File: config.mk
export PLATFORM = sky130hd
export DESIGN_NAME = apb_controller
export DESIGN_NICKNAME = d
export VERILOG_FILES = /design/src/rtl/bridge_pkg.sv /design/src/rtl/apb_controller.sv
export SDC_FILE = /design/constraint.sdc
export NUM_CORES = 1
export LEC_CHECK = 0
export ABC_AREA = 0
export CORE_ASPECT_RATIO = 2
export CORE_UTILIZATION = 25
export CTS_CLUSTER_DIAMETER = 200
export DETAILED_ROUTE_END_ITERATION = 6
export PLACE_DENSITY = 0.51
export SYNTH_ARGS = -nofsm -noshare
export SYNTH_HDL_FRONTEND = slang
export SYNTH_SLANG_ARGS = --single-unit
File: constraint.sdc
create_clock -name Hclk -period 2.3 [get_ports Hclk]
set_input_delay 0.46 -clock Hclk [delete_from_list [all_inputs] [get_ports Hclk]]
set_output_delay 0.46 -clock Hclk [all_outputs]
set_load 0.05 [all_outputs]
File: src/rtl/bridge_pkg.sv
// Shared definitions for the AHB-to-APB bridge: FSM states, HTRANS codes and
// the peripheral address map used by both the slave interface and the controller.
package bridge_pkg;

  typedef enum logic [1:0] {
    ST_IDLE   = 2'b00,
    ST_WWAIT  = 2'b01,
    ST_SETUP  = 2'b10,
    ST_ACCESS = 2'b11
  } apb_state_e;

  localparam logic [1:0] HTRANS_IDLE   = 2'b00;
  localparam logic [1:0] HTRANS_BUSY   = 2'b01;
  localparam logic [1:0] HTRANS_NONSEQ = 2'b10;
  localparam logic [1:0] HTRANS_SEQ    = 2'b11;

  localparam logic [31:0] PERIPH0_BASE = 32'h8000_0000;
  localparam logic [31:0] PERIPH1_BASE = 32'h8400_0000;
  localparam logic [31:0] PERIPH2_BASE = 32'h8800_0000;
  localparam logic [31:0] PERIPH_LIMIT = 32'h8C00_0000;

  function automatic logic in_periph_range(input logic [31:0] addr);
    return (addr >= PERIPH0_BASE) && (addr < PERIPH_LIMIT);
  endfunction

endpackage

File: src/rtl/apb_controller.sv
// APB sequencing FSM for the AHB-to-APB bridge: one transfer at a time,
// SETUP/ACCESS phases with PREADY wait states, Hreadyout back to the master.
module apb_controller
  import bridge_pkg::*;
#(
  parameter int AW = 32,
  parameter int DW = 32
) (
  input  logic          Hclk,
  input  logic          Hresetn,
  input  logic          valid,
  input  logic [AW-1:0] Haddr,
  input  logic          Hwritereg,
  input  logic [2:0]    tempselx,
  input  logic [DW-1:0] Hwdata,
  input  logic          Pready,
  output logic          Hreadyout,
  output logic [2:0]    Pselx,
  output logic          Penable,
  output logic          Pwrite,
  output logic [AW-1:0] Paddr,
  output logic [DW-1:0] Pwdata
);

  apb_state_e    state_q, state_d;
  logic [AW-1:0] cmd_addr_q, cmd_addr_d;
  logic [2:0]    cmd_sel_q, cmd_sel_d;
  logic          cmd_write_q, cmd_write_d;
  logic [DW-1:0] cmd_wdata_q, cmd_wdata_d;
  logic          accept;

  always_comb begin
    Hreadyout = 1'b0;
    case (state_q)
      ST_IDLE:   Hreadyout = 1'b1;
      ST_ACCESS: Hreadyout = Pready;
      default:   Hreadyout = 1'b0;
    endcase
  end

  // Acceptance is only possible in IDLE or in the last ACCESS cycle.
  assign accept = valid & Hreadyout;

  always_comb begin
    state_d     = state_q;
    cmd_addr_d  = cmd_addr_q;
    cmd_sel_d   = cmd_sel_q;
    cmd_write_d = cmd_write_q;
    cmd_wdata_d = cmd_wdata_q;

    if (accept) begin
      cmd_addr_d  = Haddr;
      cmd_sel_d   = tempselx;
      cmd_write_d = Hwritereg;
    end

    case (state_q)
      ST_IDLE: begin
        if (accept) state_d = Hwritereg ? ST_WWAIT : ST_SETUP;
      end
      ST_WWAIT: begin
        cmd_wdata_d = Hwdata;
        state_d     = ST_SETUP;
      end
      ST_SETUP: state_d = ST_ACCESS;
      ST_ACCESS: begin
        if (Pready) begin
          if (accept) state_d = Hwritereg ? ST_WWAIT : ST_SETUP;
          else        state_d = ST_IDLE;
        end
      end
      default: state_d = ST_IDLE;
    endcase
  end

  always_ff @(posedge Hclk or negedge Hresetn) begin
    if (!Hresetn) begin
      state_q     <= ST_IDLE;
      cmd_addr_q  <= '0;
      cmd_sel_q   <= '0;
      cmd_write_q <= 1'b0;
      cmd_wdata_q <= '0;
    end else begin
      state_q     <= state_d;
      cmd_addr_q  <= cmd_addr_d;
      cmd_sel_q   <= cmd_sel_d;
      cmd_write_q <= cmd_write_d;
      cmd_wdata_q <= cmd_wdata_d;
    end
  end

  assign Pselx   = ((state_q == ST_SETUP) || (state_q == ST_ACCESS)) ? cmd_sel_q : 3'b000;
  assign Penable = (state_q == ST_ACCESS);
  assign Pwrite  = cmd_write_q;
  assign Paddr   = cmd_addr_q;
  assign Pwdata  = cmd_wdata_q;

endmodule

==> results of run 1 <==
[final cells by class]
cell class	count	area share, %
tap	140	3.77
clock buffer	10	5.14
timing repair buffer	148	31.9
sequential	70	37.7
clock inverter	6	0.807
inverter	2	0.161
multi-input combinational	91	20.5
[how the worst max path moves through the flow]
| stage | startpoint | end | slack (ps) | depth (start not counted) |
|---|---|---|---|---|
| CTS | state_q[1] | Penable | 280 | 2 |
| floorplan | state_q[1] | Pselx[0] | 50 | 3 |
| global route | state_q[1] | Penable | 190 | 2 |
| global placement | valid | Paddr[13] | 370 | 5 |
| detailed placement | state_q[1] | Penable | 350 | 2 |
| finish | state_q[1] | Penable | 290 | 2 |
[state kept, by name, summed over array words and instances, names as in the netlist]
signal,cells
Paddr,32
Pwdata,32
cmd_sel_q,3
state_q,2
Pwrite,1
[critical path: stages, from the launching register on]
cell           delay, ps
dfrtp_1              380
ha_1                 290
dlygate4sd2_1        560
[per-layer routing]
layer | routed length [µm] | GRT usage, % | part of all wire, % | vias to the layer above
li1 | - | - | - | 903
met2 | 4730 | 27.3 | 63 | 63
met3 | 246 | 2.36 | 3.3 | 13
met5 | 0 | 0 | 0 | -
met1 | 2380 | 12.2 | 31 | 989
met4 | 197 | 8.17 | 2.6 | 0
[stage by stage]
step	worst slack [ps]	hold WS, ps
floorplan	50.7	164
global placement	372	470
detailed placement	353	476
CTS	281	134
global route	191	156
finish	294	122
[synth_stat cells, drive strengths merged]
| cell | count |
|---|---|
| a21oi | 1 |
| clkbuf | 1 |
| nand4 | 1 |
| nand3b | 1 |
| a21boi | 1 |
| dfrtp | 70 |
| o211a | 1 |
| nand2b | 1 |
| mux2 | 68 |
| or2b | 1 |
| o2111ai | 1 |
| nand4bb | 1 |
| ha | 4 |
| inv | 2 |
| buf | 6 |
| nor2 | 4 |
| nor2b | 4 |
| o211ai | 1 |
| nand4b | 1 |
[logic make-up (layout without fill, tap and decap cells)]
group                    Yosys count  after routing
multiplexers                      68             68
buffers and inverters              9            166
flip-flops                        70             70
adder cells (fa/ha/maj)            4              4
AND/OR/NAND/NOR                   14             14
AO/OA/AOI/OAI                      5              5
==> results by stage, run 1 <==
Floorplanning:
- Once the floorplan was initialized, standard cells occupied 25.6% of the core.
- The floorplan step set the die width to 76.4 µm.
- The full die area is 11500 µm².
- The top-level port count is 142.
- From bottom edge to top edge, the die measures 151 µm.
- In this run the core area contains 54 standard-cell rows.
- The placeable core region is 10800 µm².

Cells and area:
- The area added between synthesis and finish is 68.1%.
- The leading cell type in the layout, fill and taps excluded is clkdlybuf4s50_1.
- The final cell count without fillers is 467.
- The count of fill cells added during filler insertion is 1033.
- The final non-filler cell area is 4650 µm².
- The register area is 1750 µm².
- For this run, the post-layout net count is 398.
- The area occupied by multi-input gates is 953 µm².
- In the layout the commonest cells are clkdlybuf4s50_1 (135), dfrtp_1 (70), mux2_2 (64), clkbuf_16 (9), buf_4 (8).
- The fraction of the core area covered by cells at the end of the flow is 43.0%.
- The antenna diode instance count is 0.
- The share of layout cells above drive strength 1 is 28.7%.

Global route:
- The via count of the first global-routing pass is 2090.
- The largest net degree at the start of global routing is 32.
- The initial antenna violation count is 0.
- The all-layer global routing usage is 13.6%.
- The global-route congestion overflow total is 0.
- The global-route wire length before repair is 11300 µm.

CTS:
- The clock root buffer is clkbuf_16.
- The post-CTS setup buffer count is 0.
- The clock slew at the register clock pins of the worst setup and hold paths is 60 ps.
- TritonCTS built the clock tree.
- The number of instances resized during post-cts repair is 1.
- The count of hold buffers inserted by post-cts repair is 0.
- The clock latency of the later-clocked register in the worst-skew pair is 330 ps.
- The number of sinks handled by clock tree synthesis is 70.
- Counting along the longest clock path gives a buffer depth of 2.
- The number of CTS-inserted buffers is 9.
- The number of levels the H-tree was split into is 3.

Logic synthesis:
- When the netlist entered floorplanning its net count stood at 246.
- Synthesis instantiated 22 different standard cells from the library.
- By area, the combinational part of the netlist is dominated by multiplexers.
- Of the total synthesized cell area, the portion taken by full adders, half adders and majority gates is 1.81%.
- The sequential area share after synthesis is 63.3%.
- The multiplexer share of the synthesized area is 27.7%.
- The netlist area before placement is 2770 µm².
- The compound-cell area share of the yosys netlist is 1.54%.
- Synthesis produced 170 cells.
- The synthesized design devotes to its leading area cell type 63.3% of total area.
- Averaged over all synthesized cells, the footprint is 16.3 µm².
- Of the total synthesized cell area, the portion taken by XOR and XNOR cells is 0%.
- The Yosys step of the flow raised 0 warnings.
- The post-synthesis cell type with the largest combined area is dfrtp_1.
- Yosys attributes the largest share of cell area to dfrtp_1 (63%), mux2_2 (26%), ha_1 (1.8%).
- The synthesized-area fraction occupied by and/or/nand/nor cells is 3.44%.
- Synthesis inferred 70 register bits.

Placement:
- In this run the cell area measured after placement is 4370 µm².
- Input and output buffers added on the ports amount to 141.
- After legalization and detailed placement, the total HPWL measured 5820 µm.
- At the end of routability-driven placement, the weighted congestion stood at 0.751.
- The number of placed instances, taps included is 451.

Setup path:
- Measured in cells, the most critical reg-to-reg path has a length of 6.
- The terminus of the critical flop-to-flop path is Paddr[24].
- The top fanout value on the critical path is 6.
- The path type of the worst setup path is register to output pin.
- STA puts the critical path data arrival time at 1550 ps.
- The worst register-to-register path begins at state_q[0].
- At the worst endpoint, the required time is 1840 ps.
- The worst register-to-register path has a setup slack of 430 ps.
- The worst setup path is captured at an output pin.
- The kind of start point of the critical path is a register.

Timing:
- Setup repair after global routing left no endpoint under its margin.
- The final-layout setup total negative slack is 0 ps.
- The hold violation total from the final report is 0.
- The final critical path takes up 87.2% of the cycle.
- The transition time of the tightest slew-check pin is 579 ps.
- The number of failing setup endpoints in the final timing report is 0.
- Counting I/O delays and the setup requirement, the final critical path takes 2010 ps.
- Clock skew on the completed layout was measured at 10.0 ps.
- The number of slew-limit violations in the final report is 0.
- The max-slew headroom at the worst pin is 61.3%.
- The maximum operating frequency is 499 MHz.

Hold path:
- The path class of the lowest-slack min-delay path is primary input to asynchronous set/reset pin.

Drt:
- For this run, design rule violations remaining after detail routing come to 0.
- The detailed-routing iteration count for the pre-antenna-repair pass is 4.
- The final layout contains routed wiring with a total length of 7550 µm.
- The detailed router finished its first iteration with 54 violations.
- In this run the remaining antenna-violating nets after routing total 0.
- After detailed routing, the average wire length per cell comes to 16.2 µm.
- The per-cell via count in the routed design is 4.21.
- For this block, the via count after detailed routing is 1968.

Outcome:
- The run finished with clean final reports.

Job:
- The tool flagged a number of max-cap violations equal to 0.
Power of run 1 is not shown: default switching activity piles up to over one toggle a cycle in this logic, so the estimate is an artifact.
==> run 2, diff against run 1 <==
Settings changed: CAP_MARGIN set to 20.
==> results of run 2 <==
The final DEF is identical to that of run 1; final timing and power are the same.
Power of run 2 is left out for the same reason.
==> run 3, diff against run 2 <==
Settings changed: CTS_CLUSTER_SIZE set to 14.
==> results of run 3 <==
The final DEF is identical to that of run 1; final timing and power are the same.
Power of run 3 is left out for the same reason.
